### src/rtl/pong_pkg.sv
// Shared definitions for the Pong match sequencer: FSM state encoding,
// serve-direction / player identifiers and default match parameters.
package pong_pkg;

    typedef enum logic [2:0] {
        IDLE,
        SERVE_WAIT,
        PLAY,
        PAUSED,
        POINT,
        GAME_OVER
    } state_t;

    // serve_dir encoding
    localparam logic DIR_LEFT  = 1'b0;
    localparam logic DIR_RIGHT = 1'b1;

    // winner / pending-scorer encoding
    localparam logic PLAYER_LEFT  = 1'b0;
    localparam logic PLAYER_RIGHT = 1'b1;

    localparam int DEF_WIN_SCORE          = 5;
    localparam int DEF_SERVE_DELAY_FRAMES = 120;
    localparam int DEF_SCORE_W            = 4;

endpackage

### src/rtl/rise_edge_det.sv
// Rising-edge detector for a level input.
//   clk    : system clock
//   reset  : synchronous, active-low
//   din    : level input
//   pulse  : high for the cycle where din is 1 and was 0 last cycle
// The history flop resets to RST_VAL; with RST_VAL=1 an input held high
// through reset release does not look like a fresh edge.
module rise_edge_det #(
    parameter logic RST_VAL = 1'b1
) (
    input  logic clk,
    input  logic reset,
    input  logic din,
    output logic pulse
);

    logic din_q;
    logic din_d;

    always_comb din_d = din;

    always_ff @(posedge clk) begin
        if (!reset) din_q <= RST_VAL;
        else        din_q <= din_d;
    end

    assign pulse = din & ~din_q;

endmodule

### src/rtl/pong_match_ctrl.sv
// Match-level sequencer for two-player Pong.
//   clk, reset      : clock, synchronous active-low reset
//   frame_tick      : one-cycle pulse per video frame
//   start, pause    : debounced button levels (edge detected here)
//   left/right_wall_hit : ball in a score area (levels, edge detected here)
//   play_en         : ball motion enable
//   ball_serve      : one-cycle re-centre/launch pulse
//   serve_dir       : 0 launch left, 1 launch right
//   score_l/score_r : player scores
//   game_over/winner: match finished / who won (0 left, 1 right)
// All outputs are flops loaded from the next-state decode, so they track
// the state register without a cycle of lag.
module pong_match_ctrl
    import pong_pkg::*;
#(
    parameter int WIN_SCORE          = DEF_WIN_SCORE,
    parameter int SERVE_DELAY_FRAMES = DEF_SERVE_DELAY_FRAMES,
    parameter int SCORE_W            = DEF_SCORE_W
) (
    input  logic               clk,
    input  logic               reset,
    input  logic               frame_tick,
    input  logic               start,
    input  logic               pause,
    input  logic               left_wall_hit,
    input  logic               right_wall_hit,
    output logic               play_en,
    output logic               ball_serve,
    output logic               serve_dir,
    output logic [SCORE_W-1:0] score_l,
    output logic [SCORE_W-1:0] score_r,
    output logic               game_over,
    output logic               winner
);

    localparam int CNT_W = $clog2(SERVE_DELAY_FRAMES + 1);
    localparam logic [CNT_W-1:0]   CNT_LAST = CNT_W'(SERVE_DELAY_FRAMES - 1);
    localparam logic [SCORE_W-1:0] WIN_VAL  = SCORE_W'(WIN_SCORE);

    logic start_p, pause_p, lh_p, rh_p;

    rise_edge_det #(.RST_VAL(1'b1)) u_start_edge (.clk(clk), .reset(reset), .din(start),          .pulse(start_p));
    rise_edge_det #(.RST_VAL(1'b1)) u_pause_edge (.clk(clk), .reset(reset), .din(pause),          .pulse(pause_p));
    rise_edge_det #(.RST_VAL(1'b1)) u_lh_edge    (.clk(clk), .reset(reset), .din(left_wall_hit),  .pulse(lh_p));
    rise_edge_det #(.RST_VAL(1'b1)) u_rh_edge    (.clk(clk), .reset(reset), .din(right_wall_hit), .pulse(rh_p));

    state_t             state_q,      state_d;
    logic [CNT_W-1:0]   cnt_q,        cnt_d;
    logic [SCORE_W-1:0] score_l_q,    score_l_d;
    logic [SCORE_W-1:0] score_r_q,    score_r_d;
    logic               scorer_q,     scorer_d;
    logic               serve_dir_q,  serve_dir_d;
    logic               winner_q,     winner_d;
    logic               play_en_q,    play_en_d;
    logic               ball_serve_q, ball_serve_d;
    logic               game_over_q,  game_over_d;

    logic               lh_ok, rh_ok;
    logic [SCORE_W-1:0] score_inc;

    // The ball is being re-centred during the serve cycle, so any hit edge
    // seen then is stale and must not score.
    assign lh_ok = lh_p & ~ball_serve_q;
    assign rh_ok = rh_p & ~ball_serve_q;

    always_comb begin
        state_d     = state_q;
        cnt_d       = cnt_q;
        score_l_d   = score_l_q;
        score_r_d   = score_r_q;
        scorer_d    = scorer_q;
        serve_dir_d = serve_dir_q;
        winner_d    = winner_q;
        score_inc   = '0;

        case (state_q)
            IDLE: begin
                if (start_p) begin
                    score_l_d = '0;
                    score_r_d = '0;
                    cnt_d     = '0;
                    state_d   = SERVE_WAIT;
                end
            end
            SERVE_WAIT: begin
                // Counter is left at zero on exit so a let can re-enter
                // SERVE_WAIT and get the full delay again.
                if (frame_tick) begin
                    if (cnt_q == CNT_LAST) begin
                        cnt_d   = '0;
                        state_d = PLAY;
                    end else begin
                        cnt_d = cnt_q + 1'b1;
                    end
                end
            end
            PLAY: begin
                if (lh_ok && rh_ok) begin
                    state_d = SERVE_WAIT;
                end else if (rh_ok) begin
                    scorer_d = PLAYER_LEFT;
                    state_d  = POINT;
                end else if (lh_ok) begin
                    scorer_d = PLAYER_RIGHT;
                    state_d  = POINT;
                end else if (pause_p) begin
                    state_d = PAUSED;
                end
            end
            PAUSED: begin
                if (pause_p) state_d = PLAY;
            end
            POINT: begin
                if (scorer_q == PLAYER_LEFT) begin
                    score_inc   = score_l_q + 1'b1;
                    score_l_d   = score_inc;
                    serve_dir_d = DIR_RIGHT;
                end else begin
                    score_inc   = score_r_q + 1'b1;
                    score_r_d   = score_inc;
                    serve_dir_d = DIR_LEFT;
                end
                if (score_inc == WIN_VAL) begin
                    winner_d = scorer_q;
                    state_d  = GAME_OVER;
                end else begin
                    cnt_d   = '0;
                    state_d = SERVE_WAIT;
                end
            end
            GAME_OVER: begin
                if (start_p) begin
                    score_l_d   = '0;
                    score_r_d   = '0;
                    serve_dir_d = DIR_LEFT;
                    cnt_d       = '0;
                    state_d     = SERVE_WAIT;
                end
            end
            default: state_d = IDLE;
        endcase

        play_en_d    = (state_d == PLAY);
        ball_serve_d = (state_q == SERVE_WAIT) && (state_d == PLAY);
        game_over_d  = (state_d == GAME_OVER);
    end

    always_ff @(posedge clk) begin
        if (!reset) begin
            state_q      <= IDLE;
            cnt_q        <= '0;
            score_l_q    <= '0;
            score_r_q    <= '0;
            scorer_q     <= PLAYER_LEFT;
            serve_dir_q  <= DIR_LEFT;
            winner_q     <= PLAYER_LEFT;
            play_en_q    <= 1'b0;
            ball_serve_q <= 1'b0;
            game_over_q  <= 1'b0;
        end else begin
            state_q      <= state_d;
            cnt_q        <= cnt_d;
            score_l_q    <= score_l_d;
            score_r_q    <= score_r_d;
            scorer_q     <= scorer_d;
            serve_dir_q  <= serve_dir_d;
            winner_q     <= winner_d;
            play_en_q    <= play_en_d;
            ball_serve_q <= ball_serve_d;
            game_over_q  <= game_over_d;
        end
    end

    assign play_en    = play_en_q;
    assign ball_serve = ball_serve_q;
    assign serve_dir  = serve_dir_q;
    assign score_l    = score_l_q;
    assign score_r    = score_r_q;
    assign game_over  = game_over_q;
    assign winner     = winner_q;

endmodule
### config.mk
export PLATFORM = sky130hd
export DESIGN_NAME = pong_match_ctrl
export DESIGN_NICKNAME = d
export VERILOG_FILES = /design/src/rtl/pong_pkg.sv /design/src/rtl/rise_edge_det.sv /design/src/rtl/pong_match_ctrl.sv
export SDC_FILE = /design/constraint.sdc
export NUM_CORES = 1
export LEC_CHECK = 0
export ABC_CLOCK_PERIOD_IN_PS = 1500
export CAP_MARGIN = 20
export CELL_PAD_IN_SITES_DETAIL_PLACEMENT = 1
export CELL_PAD_IN_SITES_GLOBAL_PLACEMENT = 2
export CORE_ASPECT_RATIO = 1.2
export CORE_MARGIN = 4
export CORE_UTILIZATION = 29
export DETAILED_ROUTE_END_ITERATION = 10
export PLACE_DENSITY_LB_ADDON = 0.1
export SLEW_MARGIN = 10
export SYNTH_ARGS = -nofsm -noshare
export SYNTH_HDL_FRONTEND = slang
export SYNTH_SLANG_ARGS = --single-unit
### constraint.sdc
create_clock -name clk -period 1.5 [get_ports clk]
set_input_delay 0.225 -clock clk [delete_from_list [all_inputs] [get_ports clk]]
set_output_delay 0.225 -clock clk [all_outputs]
set_load 0.05 [all_outputs]
* After elaboration in Yosys (flattened, before gate mapping)
Index checks and enable logic that the tools add are counted.
Cells by class: add/sub/neg operators 3, equal/unequal tests 15, multiplexer cells 27, bitwise logic cells 12, reductions and logical operators 14
Operators by type and width (count):
- $mux W7 | 4
- $mux W3 | 9
- $pmux W7 S3 | 1
- $mux W4 | 5
- $pmux W4 S2 | 2
- $pmux W3 S5 | 1
- $ne A2 B2 Y1 const B | 5
- $eq A3 B2 Y1 const B | 3
- $eq A3 B3 Y1 const B | 3
- $reduce_and A3 Y1 | 3
- $add A4 B1 Y4 const B | 2
- $add A7 B1 Y7 const B | 1
- $eq A7 B7 Y1 const B | 1
- $and A1 B1 Y1 | 6
- $not A1 Y1 | 6
- $reduce_bool A2 Y1 | 3
- $eq A4 B3 Y1 const B | 1
- $mux W1 | 4
- $reduce_and A2 Y1 | 2
- $reduce_and A4 Y1 | 1
- $eq A3 B1 Y1 const B | 1
- $logic_not A3 Y1 | 1
- $reduce_bool A3 Y1 | 1
- $logic_and A1 B1 Y1 | 2
- other kinds (3) | 3
Word-level totals: register bits 28, input bits 7, output and inout bits 13, word-level logic and storage cells 85

* Depth between registers and ports, before layout
word-level depth 9, depth in mapped cells 7, depth with buffers taken out 7

* By module
Synthesis repeated with hierarchy kept, for this count alone.
Second synthesis, totals: cell total of the unflattened synthesis 171, area total of the unflattened synthesis 1514.0 µm²
By module, submodules not included:
- pong_match_ctrl | instances 1, cells an instance 159, area an instance 1353.8 µm², seq. area each 480.5 µm²
- rise_edge_det | instances 4, cells an instance 3, area an instance 40.0 µm², seq. area each 20.0 µm²

* Worst setup path after synthesis
OpenSTA, ideal clock, no wires.
path kind register to register, start point register score_r_q[0] (netlist: score_r[0]), end point register winner_q (netlist: winner), library setup time 117 ps, arrival 1908 ps, required time 1383 ps, slack -525 ps, stages on the path, launching flop included 7, path buffers 0, clock period less this slack 2025 ps, path through dfxtp_1 ha_1 nor4b_1 nand2_1 a21oi_2 mux2i_1 nor2b_1
Between the ends: word-level cells in the longest chain between the ends 5
RTL lines:
- from (decl) | RTL line pong_match_ctrl.sv:50 | logic [SCORE_W-1:0] score_r_q, score_r_d;
- from (signal assigned) | RTL line pong_match_ctrl.sv:164 | score_r_q <= score_r_d;
- $add A4 B1 Y4 | RTL line pong_match_ctrl.sv:119 | score_inc = score_r_q + 1'b1;
- $mux W4 | RTL line pong_match_ctrl.sv:114 | if (scorer_q == PLAYER_LEFT) begin
- $mux W4 | RTL line pong_match_ctrl.sv:76 | case (state_q)
- $eq A4 B3 Y1 | RTL line pong_match_ctrl.sv:123 | if (score_inc == WIN_VAL) begin
- $reduce_and A2 Y1 (no source line)
- to (signal assigned) | RTL line pong_match_ctrl.sv:167 | winner_q <= winner_d;
- to (decl) | RTL line pong_match_ctrl.sv:53 | logic winner_q, winner_d;
No other way between the ends. The select of a mux whose other input is x is not followed. A chain may end at the register's enable or synchronous reset.

* Final worst setup path
start point register state_q[0], end point register cnt_q[0]
Between the ends: word-level cells in the longest chain between the ends 4, elaborated cells on any way between the ends 11, those cells by class 6 x eq/ne; 1 x mux; 4 x reduce/logical
RTL lines:
- from (decl) | RTL line pong_match_ctrl.sv:47 | state_t state_q, state_d;
- from (signal assigned) | RTL line pong_match_ctrl.sv:161 | state_q <= state_d;
- $eq A3 B3 Y1 / $logic_not A3 Y1 (equally long branches) | RTL line pong_match_ctrl.sv:76
- $reduce_or A2 Y1 (no source line)
- $ne A2 B1 Y1 (no source line) / $reduce_bool A3 Y1 (equally long branches)
- $reduce_and A4 Y1 (no source line)
- to (signal assigned) | RTL line pong_match_ctrl.sv:162 | cnt_q <= cnt_d;
- to (decl) | RTL line pong_match_ctrl.sv:48 | logic [CNT_W-1:0] cnt_q, cnt_d;
Parallel ways exist; a longest one is shown, timed or not.

==> flow_metrics.tcl <==
set metrics [dict create \
    finalClockSkew_ns 0.00727 \
    rows 28 \
    synth_top_area_frac 0.375 \
    grt_max_degree 20 \
    grt_pass1_vias 1833 \
    num_antenna_cells 0 \
    worstPathMaxFanout 7 \
    hp-class "in -> reg" \
    finalCritPeriodShare 1.14 \
    wirelength_mm 5.27 \
    finalInstanceArea_um2 2570 \
    hpwlAfterDp_mm 3.89 \
    setup_viol_count_final 14 \
    clock_sinks 28 \
    dpl_cell_area_um2 2230 \
    ys_ff_latch 28 \
    max_slew.worst_pin.slew_ns 0.310 \
    numCtsBuffers 3 \
    hold_viol 0 \
    vias_per_cell 5.13 \
    synth.distinct_cells 48 \
    violations "setup timing" \
    hold_ws_ns 0.400 \
    rsz0062_at_grt "true" \
    drtAntennaViolNets 0 \
    synth_area_leaders "dfxtp_1 (38%), nand2_1 (5.3%), o21ai_0 (5.0%)" \
    overflow 0 \
    drt_iter0_markers 60 \
    die_h_um 86.6 \
    tritoncts "yes" \
    firstDrtPassIters 4 \
    initial_core_util 0.300 \
    syn_to_final_growth_pct 72.0 \
    synth_area_per_cell_um2 8.16 \
    synth_edf_count 0 \
    io_pins 20 \
    status "finished with violations" \
    coreArea_um2 4970 \
    ff_latch_area_um2 589 \
    routedWlPerCell_um 16.9 \
    power.density_nw_per_um2 610 \
    ctsLongestPathBuffers 2 \
    crit_arrival_ns 1.90 \
    netlist_area_um2 1490 \
    post-route-util 0.517 \
    synthFlopType "dfxtp_1" \
    finalSetupTns_ns -1.90 \
    cts-root-buf "clkbuf_8" \
    multi_input_area_um2 1120 \
    io_buffers 19 \
    end_kind "flop" \
    setup_slack_ns -0.217 \
    nNetsFinal 264 \
    synth-async-reset-ratio 0 \
    fill_cells 576 \
    fin_crit_ns 1.72 \
    dieArea_um2 6370 \
    clk_latency_ns 0.29 \
    syn-num-nets 194 \
    clk_pin_slew_ns 0.11 \
    htree_levels 1 \
    start_kind "flop" \
    antenna_found_initial 0 \
    power_mw 1.57 \
    remaining_drc_errors 0 \
    drive_above_1_share 0.480 \
    relSlewSlack 0.794 \
    place_congestion 0.825 \
    crit_type "reg -> reg" \
    die_w_um 73.5 \
    ys.warnings.count 0 \
    synth_cells 183 \
    synth_top_cell_by_area "dfxtp_1" \
    cp.required_ns 1.68 \
    ys_seq_area_frac 0.375 \
    ir_worst_vdd_uv 292 \
    track_usage 0.173 \
    fmax_mhz 582 \
    maxSlewViolCount 0 \
    vias 1602 \
    grt_pass1_wl_mm 8.64 \
    p_leak_nw 1.03 \
    maxCapViolCount 0 \
]
## path summary, 6_finish.rpt
check                                            start                             to  slack [ns]  cells after the start
worst max register to register   state_q[0]$_SDFF_PN0_          cnt_q[0]$_SDFFE_PN0P_       -0.22                      5
worst min-delay path                             start  u_start_edge.din_q$_SDFF_PN1_        0.40                      3
worst max-delay path             state_q[0]$_SDFF_PN0_          cnt_q[0]$_SDFFE_PN0P_       -0.22                      5
worst min register to register  serve_dir$_SDFFE_PN0P_         serve_dir$_SDFFE_PN0P_        0.54                      2
## registers in the layout, indices dropped and copies added, names as in the netlist, 3 cells and up
signal,count
cnt_q,7
score_l,4
score_r,4
state_q,3
## kinds of logic after synthesis
| family | after synthesis | share of synthesized area |
|---|---|---|
| compound gates | 46 | 0.201 |
| fa+ha+maj | 4 | 0.0335 |
| flops | 28 | 0.375 |
| mux | 1 | 0.00670 |
| xor+xnor | 4 | 0.0235 |
| buf+inv | 10 | 0.0285 |
| simple gates | 90 | 0.332 |
## routing by layer
layer,routed length (um),GRT usage,up-vias,share of wire
li1,-,-,794,-
met1,2070,0.184,784,0.39
met2,2990,0.327,16,0.57
met3,103,0.0313,8,0.020
met4,99,0.0675,0,0.019
met5,0,0,-,0
## what timing repair did
item	in CTS	in global routing
pin swaps	13	13
endpoints found under the setup margin	19	21
gates resized for setup	25	33
setup buffers	6	1
hold buffers	0	0
## area by class of cell
class	count	share of cell area
clock buffers	3	0.0161
well taps	60	0.0292
repair buffers	73	0.273
clock inverters	1	0.0117
flip-flops and latches	28	0.229
inverters	2	0.00292
multi-input cells	145	0.438
## cells in the mapped netlist, drive strengths merged, types with 2 or more instances
| master | n |
|---|---|
| a21boi | 3 |
| a21oi | 10 |
| a31oi | 2 |
| and2 | 2 |
| and3 | 3 |
| and3b | 2 |
| buf | 2 |
| clkbuf | 6 |
| dfxtp | 28 |
| ha | 4 |
| inv | 2 |
| nand2 | 21 |
| nand2b | 12 |
| nand3 | 7 |
| nand3b | 4 |
| nand4 | 2 |
| nor2 | 16 |
| nor2b | 7 |
| nor3 | 2 |
| nor3b | 2 |
| nor4 | 3 |
| o211ai | 2 |
| o21ai | 15 |
| o22ai | 3 |
| or2 | 2 |
| xor2 | 3 |
## metrics by stage
| stage | setup slack, ns | instances |
|---|---|---|
| 6_report | -0.217 | 312 |
| 5_1_grt | -0.264 | 312 |
| 4_1_cts | -0.195 | 311 |
| 3_5_place_dp | -0.644 | 302 |
| 3_3_place_gp | -0.546 | 302 |
| 2_1_floorplan | -0.0910 | 183 |
## critical path: stages, from the launching register on
cell,delay (ns)
dfxtp_4,0.37
or3b_4,0.38
a221o_2,0.49
buf_4,0.18
nor2_4,0.11
o21ai_1,0.07
## report_power, final
part	leakage (nW)	switching, mW	total (mW)	internal, mW
combinational	0.760	0.0968	0.196	0.0993
sequential	0.234	0.00463	0.746	0.742
clock	0.0357	0.267	0.625	0.358
total	1.03	0.368	1.57	1.20
## placed cells by master, fill, tap and decap left out, types with 3 or more instances in the layout
master           Yosys  layout
xor2_1               3       3
nand3_1              7       6
dfxtp_1             28      17
clkbuf_8             0       3
dfxtp_2              0       5
a21oi_4              0       3
clkdlybuf4s50_1      0       5
o21ai_0             15       7
nor2_4               0       6
nand3b_1             4       4
o22ai_1              3       3
nor2b_1              7       6
ha_4                 0       3
buf_12               0      10
buf_6                0       4
and3_1               3       3
buf_4                1      53
nand2_1             21      19
nand2b_1            11      10
dfxtp_4              0       6
o21ai_1              0       6
nor2_1              15       8
a21oi_1              8       6
Power figures use the tool's default switching activity.
==> variant 1 (same settings) <==
`RST_VAL` is set to 1'b1 in 5 places; all go to 1'b0.
--- a/src/rtl/rise_edge_det.sv
+++ b/src/rtl/rise_edge_det.sv
@@ -7,5 +7,5 @@
 // through reset release does not look like a fresh edge.
 module rise_edge_det #(
-    parameter logic RST_VAL = 1'b1
+    parameter logic RST_VAL = 1'b0
 ) (
     input  logic clk,
--- a/src/rtl/pong_match_ctrl.sv
+++ b/src/rtl/pong_match_ctrl.sv
@@ -40,8 +40,8 @@
     logic start_p, pause_p, lh_p, rh_p;
 
-    rise_edge_det #(.RST_VAL(1'b1)) u_start_edge (.clk(clk), .reset(reset), .din(start),          .pulse(start_p));
-    rise_edge_det #(.RST_VAL(1'b1)) u_pause_edge (.clk(clk), .reset(reset), .din(pause),          .pulse(pause_p));
-    rise_edge_det #(.RST_VAL(1'b1)) u_lh_edge    (.clk(clk), .reset(reset), .din(left_wall_hit),  .pulse(lh_p));
-    rise_edge_det #(.RST_VAL(1'b1)) u_rh_edge    (.clk(clk), .reset(reset), .din(right_wall_hit), .pulse(rh_p));
+    rise_edge_det #(.RST_VAL(1'b0)) u_start_edge (.clk(clk), .reset(reset), .din(start),          .pulse(start_p));
+    rise_edge_det #(.RST_VAL(1'b0)) u_pause_edge (.clk(clk), .reset(reset), .din(pause),          .pulse(pause_p));
+    rise_edge_det #(.RST_VAL(1'b0)) u_lh_edge    (.clk(clk), .reset(reset), .din(left_wall_hit),  .pulse(lh_p));
+    rise_edge_det #(.RST_VAL(1'b0)) u_rh_edge    (.clk(clk), .reset(reset), .din(right_wall_hit), .pulse(rh_p));
 
     state_t             state_q,      state_d;
Behaviour: same outputs for any inputs over 10 cycles, from zero or initial values and one cycle with reset low; that may be too few to reach the edited logic, so the function may still have changed.
==> variant 1 against the unedited design <==
The flow still finishes with violations (negative setup slack); cell area is 6.7% lower; wire length is 11% lower; highest routed layer unchanged; synthesized area is 0.17% higher; sequential cell count stayed put; total power is 5.5% lower; critical path type unchanged; die area is 0.15% higher; critical path depth is 1 higher; setup slack better by 5.8 ps.
==> variant 1: results (changes against the unedited design) <==
| Metric | Value |
|---|---|
| Vias in the first global route | 1732 (was 1833) |
| Clk_skew | 1.912 ps (was 7.271 ps) |
| Clock Latency Late Sink | between 200 and 300 ps |
| Final setup margin | -211.0 ps (was -216.9 ps) |
| Leak | 0.9852 nW (was 1.030 nW) |
| Via/cell ratio | 5.123 (was 5.135) |
| Tot GR Track Use | 15.91% (was 17.30%) |
| Largest stage delay, worst path | 480 ps |
| Crit. Startpoint | u_start_edge.din_q$_SDFF_PN0_ (was state_q[0]$_SDFF_PN0_) |
| CTS buffer count | 3 (unchanged) |
| Slew @ Worst Pin | 404.2 ps (was 309.5 ps) |
| Iter 0 DRT Violations | 40 (was 60) |
| CTS clk-pin slew, worst paths | 100 ps |
| Wire length on met2 | 2.527 mm (was 2.992 mm) |
| # diodes | 0 (unchanged) |
| Sink of the worst hold path | u_start_edge.din_q$_SDFF_PN0_ (was u_start_edge.din_q$_SDFF_PN1_) |
| # setup viols final | 12 (was 14) |
| Final WL | 4.663 mm (was 5.267 mm) |
| Worst EP arrival | 1910 ps |
| Post-DP HPWL | 3.670 mm (was 3.890 mm) |
| Failing checks | negative setup slack (unchanged) |
| Number of port buffers | 19 (unchanged) |
| Hold path cells | 2 (was 3) |
| Seq/Total Area, Yosys | 37.46% (was 37.52%) |
| Gp weighted congestion | 0.8070 (was 0.8252) |
| First-pass GRT wire length | 8.100 mm (was 8.638 mm) |
| Yosys cell types | 48 (unchanged) |
| Largest net degree at the start of global routing | 16 (was 20) |
| Peak supply drop | 234.1 uV (was 292.0 uV) |
| Highest metal used | met4 (unchanged) |
| Cell family with most CP delay | simple AND/OR/NAND/NOR gates (was compound AO/OA/AOI/OAI gates) |
| Status | finished with violations (unchanged) |
| Share of cells above drive strength 1 | 41.77% (was 48.02%) |
| Post-synth top cells | dfxtp_1 (28), nand2_1 (20), nor2_1 (15), o21ai_0 (15) (was dfxtp_1 (28), nand2_1 (21), nor2_1 (15), o21ai_0 (15), nand2b_1 (11)) |
| Fin nets | 261 (was 264) |
| Top cells by area, synth | dfxtp_1 (37%), nand2_1 (5.0%), o21ai_0 (5.0%) (was dfxtp_1 (38%), nand2_1 (5.3%), o21ai_0 (5.0%)) |
| DR pass1 iterations | 2 (was 4) |
| M1 WL | 1.985 mm (was 2.071 mm) |
| Setup TNS | -1460 ps (was -1899 ps) |
| DR WL met3 | 94 um (was 103 um) |
| Reg2reg path depth | 6 (was 5) |
| Ys async rst share | 0% (unchanged) |
-- variant 1: cell types whose count changed after synthesis, sizes merged --
cell	delta
and2	+4
nand2b	-3
nand2	-1
-- variant 1: cells by family after synthesis --
group	count (synthesis)	synth area share, %
AND/OR/NAND/NOR	90	33.28
AO/OA/AOI/OAI	46	20.07
flip-flops	28	37.46
buffers and inverters	10	2.843
XOR/XNOR	4	2.342
adder cells (fa/ha/maj)	4	3.345
multiplexers	1	0.6689
-- variant 1: stage by stage --
| stage | instances | hold WS (ps) | setup WS [ps] | cell area, um2 |
|---|---|---|---|---|
| 2_1_floorplan | 183 | 346.7 | -90.96 | 1562 |
| 3_3_place_gp | 301 | 502.3 | -587.2 | 2233 |
| 3_5_place_dp | 301 | 529.0 | -711.6 | 2233 |
| 4_1_cts | 308 | 371.4 | -184.5 | 2359 |
| 5_1_grt | 309 | 401.7 | -298.5 | 2397 |
| 6_report | 309 | 384.2 | -211.0 | 2397 |
-- variant 1: cell type report --
cell class | count | area, um2
Clock buffer | 4 | 55.05
Fill cell | 598 | 2577
Inverter | 2 | 7.507
Multi-Input combinational cell | 145 | 1010
Sequential cell | 28 | 585.6
Tap cell | 60 | 75.07
Timing Repair Buffer | 70 | 664.4
-- variant 1: what timing repair did --
| action | in CTS | in global routing |
|---|---|---|
| cloned | 0 | 0 |
| endpoints found under the setup margin | 15 | 21 |
| pin swaps | 7 | 5 |
| buffers inserted | 3 | 1 |
| gates resized for setup | 15 | 10 |
-- variant 1: layer usage --
layer / up-vias / global-route usage, %
met5: - / 0
met4: 0 / 4.778
met3: 5 / 1.972
met2: 17 / 29.44
met1: 774 / 18.63
li1: 787 / -
-- variant 1: power by group --
group | switching, mW | internal (mW)
Combinational | 0.118 | 0.120
Sequential | 0.00720 | 0.748
Clock | 0.252 | 0.236
Total | 0.377 | 1.10
==> variant 2 (config.mk and constraints unchanged) <==
Made on the original files. Re-encode `state_t` (6 states) as one-hot, 6 bits wide.
--- a/src/rtl/pong_pkg.sv
+++ b/src/rtl/pong_pkg.sv
@@ -3,11 +3,11 @@
 package pong_pkg;
 
-    typedef enum logic [2:0] {
-        IDLE,
-        SERVE_WAIT,
-        PLAY,
-        PAUSED,
-        POINT,
-        GAME_OVER
+    typedef enum logic [5:0] {
+        IDLE       = 6'b000001,
+        SERVE_WAIT = 6'b000010,
+        PLAY       = 6'b000100,
+        PAUSED     = 6'b001000,
+        POINT      = 6'b010000,
+        GAME_OVER  = 6'b100000
     } state_t;
 
Formal check against the unedited RTL: no difference found for any inputs over 10 cycles, from zero or initial values and one cycle with reset low; not proved beyond that.
==> variant 2 against the unedited design <==
The flow still finishes with violations (negative setup slack); clock skew decreased by 1.7 ps; synthesized area grew 7.9%; sequential cell count increased by 3; setup slack lost 60 ps; first-iteration DRC count down 10%; cell area grew 11%; wire length grew 10%; sequential share of layout area grew 0.085 points; utilization grew 1.8 points.
Power is not compared: it rests on default switching activity, and its combinational part moved more than twofold at a synthesized area within 25%.
==> variant 2: results (changes against the unedited design) <==
| Metric | Value |
|---|---|
| Post-synth top cells | dfxtp_1 (31), nor2_1 (23), nand2_1 (16) (was dfxtp_1 (28), nand2_1 (21), nor2_1 (15), o21ai_0 (15), nand2b_1 (11)) |
| Worst-path maximum fanout | 5 (was 7) |
| # setup viols final | 25 (was 14) |
| Failing checks | negative setup slack (unchanged) |
| Top cells by area, synth | dfxtp_1 (39%), nor2_1 (5.4%), nand2_1 (3.7%) (was dfxtp_1 (38%), nand2_1 (5.3%), o21ai_0 (5.0%)) |
| Slowest CP cell | or4_1 (was a221o_2) |
| Placed cell count | 315 (was 302) |
| Seq/Total Area, Yosys | 38.51% (was 37.52%) |
| Gp weighted congestion | 0.8131 (was 0.8252) |
| H-tree levels | 2 (was 1) |
| Iter 0 DRT Violations | 54 (was 60) |
| Largest net degree at the start of global routing | 11 (was 20) |
| Hold path cells | 2 (was 3) |
| Slew @ Worst Pin | 407.3 ps (was 309.5 ps) |
| Final setup margin | -277.2 ps (was -216.9 ps) |
| Ys async rst share | 0% (unchanged) |
| Clk buf depth | 2 (unchanged) |
| DR vias | 1803 (was 1602) |
| YS warnings | 0 (unchanged) |
| Clk_skew | 5.543 ps (was 7.271 ps) |
| First-pass GRT wire length | 9.308 mm (was 8.638 mm) |
| Setup TNS | -3864 ps (was -1899 ps) |
| Peak supply drop | 467.6 uV |
| Post-DP HPWL | 4.187 mm (was 3.890 mm) |
| Number of port buffers | 19 (unchanged) |
| CTS clk-pin slew, worst paths | 70 ps (was 110 ps) |
| GRT met3 Usage | 4.291% (was 3.132%) |
| Clock Latency Late Sink | 290 ps (about the same) |
| Worst EP arrival | 1990 ps (was 1900 ps) |
| CTS buffer count | 5 (was 3) |
| Share of cells above drive strength 1 | 55.56% (was 48.02%) |
| Root buffer cell | clkbuf_8 (unchanged) |
| M2 GR Usage | 32.63% (was 32.66%) |
| # diodes | 0 (unchanged) |
| Worst hold path class | flop to flop (was input port to flop) |
| Synth Instances | 186 (was 183) |
| Via/cell ratio | 5.431 (was 5.135) |
| Routed WL per cell | 17.48 um (was 16.88 um) |
| Syn Nets | 197 (was 194) |
| Cell family with most CP delay | simple AND/OR/NAND/NOR gates (was compound AO/OA/AOI/OAI gates) |
| Reg2reg path depth | 5 (unchanged) |
| DR pass1 iterations | 4 (unchanged) |
| Yosys cell types | 51 (was 48) |
| Largest stage delay, worst path | approximately 480 ps |
| Met1 Use GR | 17.57% (was 18.43%) |
| Pre-CTS WS | -420.4 ps (was -643.6 ps) |
| Vias in the first global route | 1953 (was 1833) |
| Status | finished with violations (unchanged) |
| Fin nets | 280 (was 264) |
| Tot GR Track Use | 17.02% (was 17.30%) |
| Fill cell count | 613 (was 576) |
## variant 2: changes by cell type in the layout (fill, tap and decap cells not counted), sizes merged, moves of 5 or more
cell / change
buf: +10
o21ai: -8
nor2: +7
nand2: -5
nor2b: -5
nor3: +5
## variant 2: cells by family after synthesis
kind of cell               count (synthesis)  synth area share, %
DFF                                       31                38.51
buffers and inverters                      9                3.417
xor gates and xnor gates                   4                2.174
adders and majority gates                  4                3.106
muxes                                      3                1.863
and+or+nand+nor                           95                34.16
AOI/OAI and AO/OA                         40                16.77
## variant 2: worst min-delay path, delay by kind of cell, from the launching register on
kind / cells / cell delay, ps
DFF: 1 / 340
and+or+nand+nor: 1 / 80
AOI/OAI and AO/OA: 1 / 70
## variant 2: layout make-up
| cell class | count | area (um2) | area share, % |
|---|---|---|---|
| flip-flops and latches | 31 | 656.9 | 23.02 |
| clock inverters | 1 | 5.005 | 0.1754 |
| well taps | 62 | 77.57 | 2.718 |
| multi-input cells | 146 | 1231 | 43.14 |
| repair buffers | 83 | 799.5 | 28.01 |
| inverters | 2 | 7.507 | 0.2630 |
| clock buffers | 7 | 76.32 | 2.674 |
## variant 2: metal layers
layer,share of wire (%),vias up
met4,1.8,0
li1,-,866
met2,55,36
met5,0,-
met1,40,891
met3,3.0,10
## variant 2: final timing paths
check                                       startpoint                     end  slack [ps]
worst max-delay path             state_q[4]$_SDFF_PN0_   cnt_q[4]$_SDFFE_PN0P_        -280
worst min register to register  serve_dir$_SDFFE_PN0P_  serve_dir$_SDFFE_PN0P_         520
worst min-delay path            serve_dir$_SDFFE_PN0P_  serve_dir$_SDFFE_PN0P_         520
worst max register to register   state_q[4]$_SDFF_PN0_   cnt_q[4]$_SDFFE_PN0P_        -280
## variant 2: what timing repair did
action	CTS	global route
gates resized for setup	23	39
pin swaps	10	13
buffers inserted	2	7
hold buffers	0	0
endpoints found under the setup margin	26	27
## variant 2: where the power goes
group	switching, mW	total [mW]	internal [mW]	leakage, nW
logic	0.205	0.427	0.222	0.801
clock network	0.334	0.660	0.326	0.0422
registers	0.0135	0.841	0.828	0.261
## variant 2: per-stage QoR
step / hold WS [ps] / cell area (um2)
after detailed placement: 512.2 / 2449
after global placement: 487.7 / 2449
after CTS: 518.5 / 2648
final: 524.9 / 2854
after global routing: 544.7 / 2854
after floorplan: 326.5 / 1735
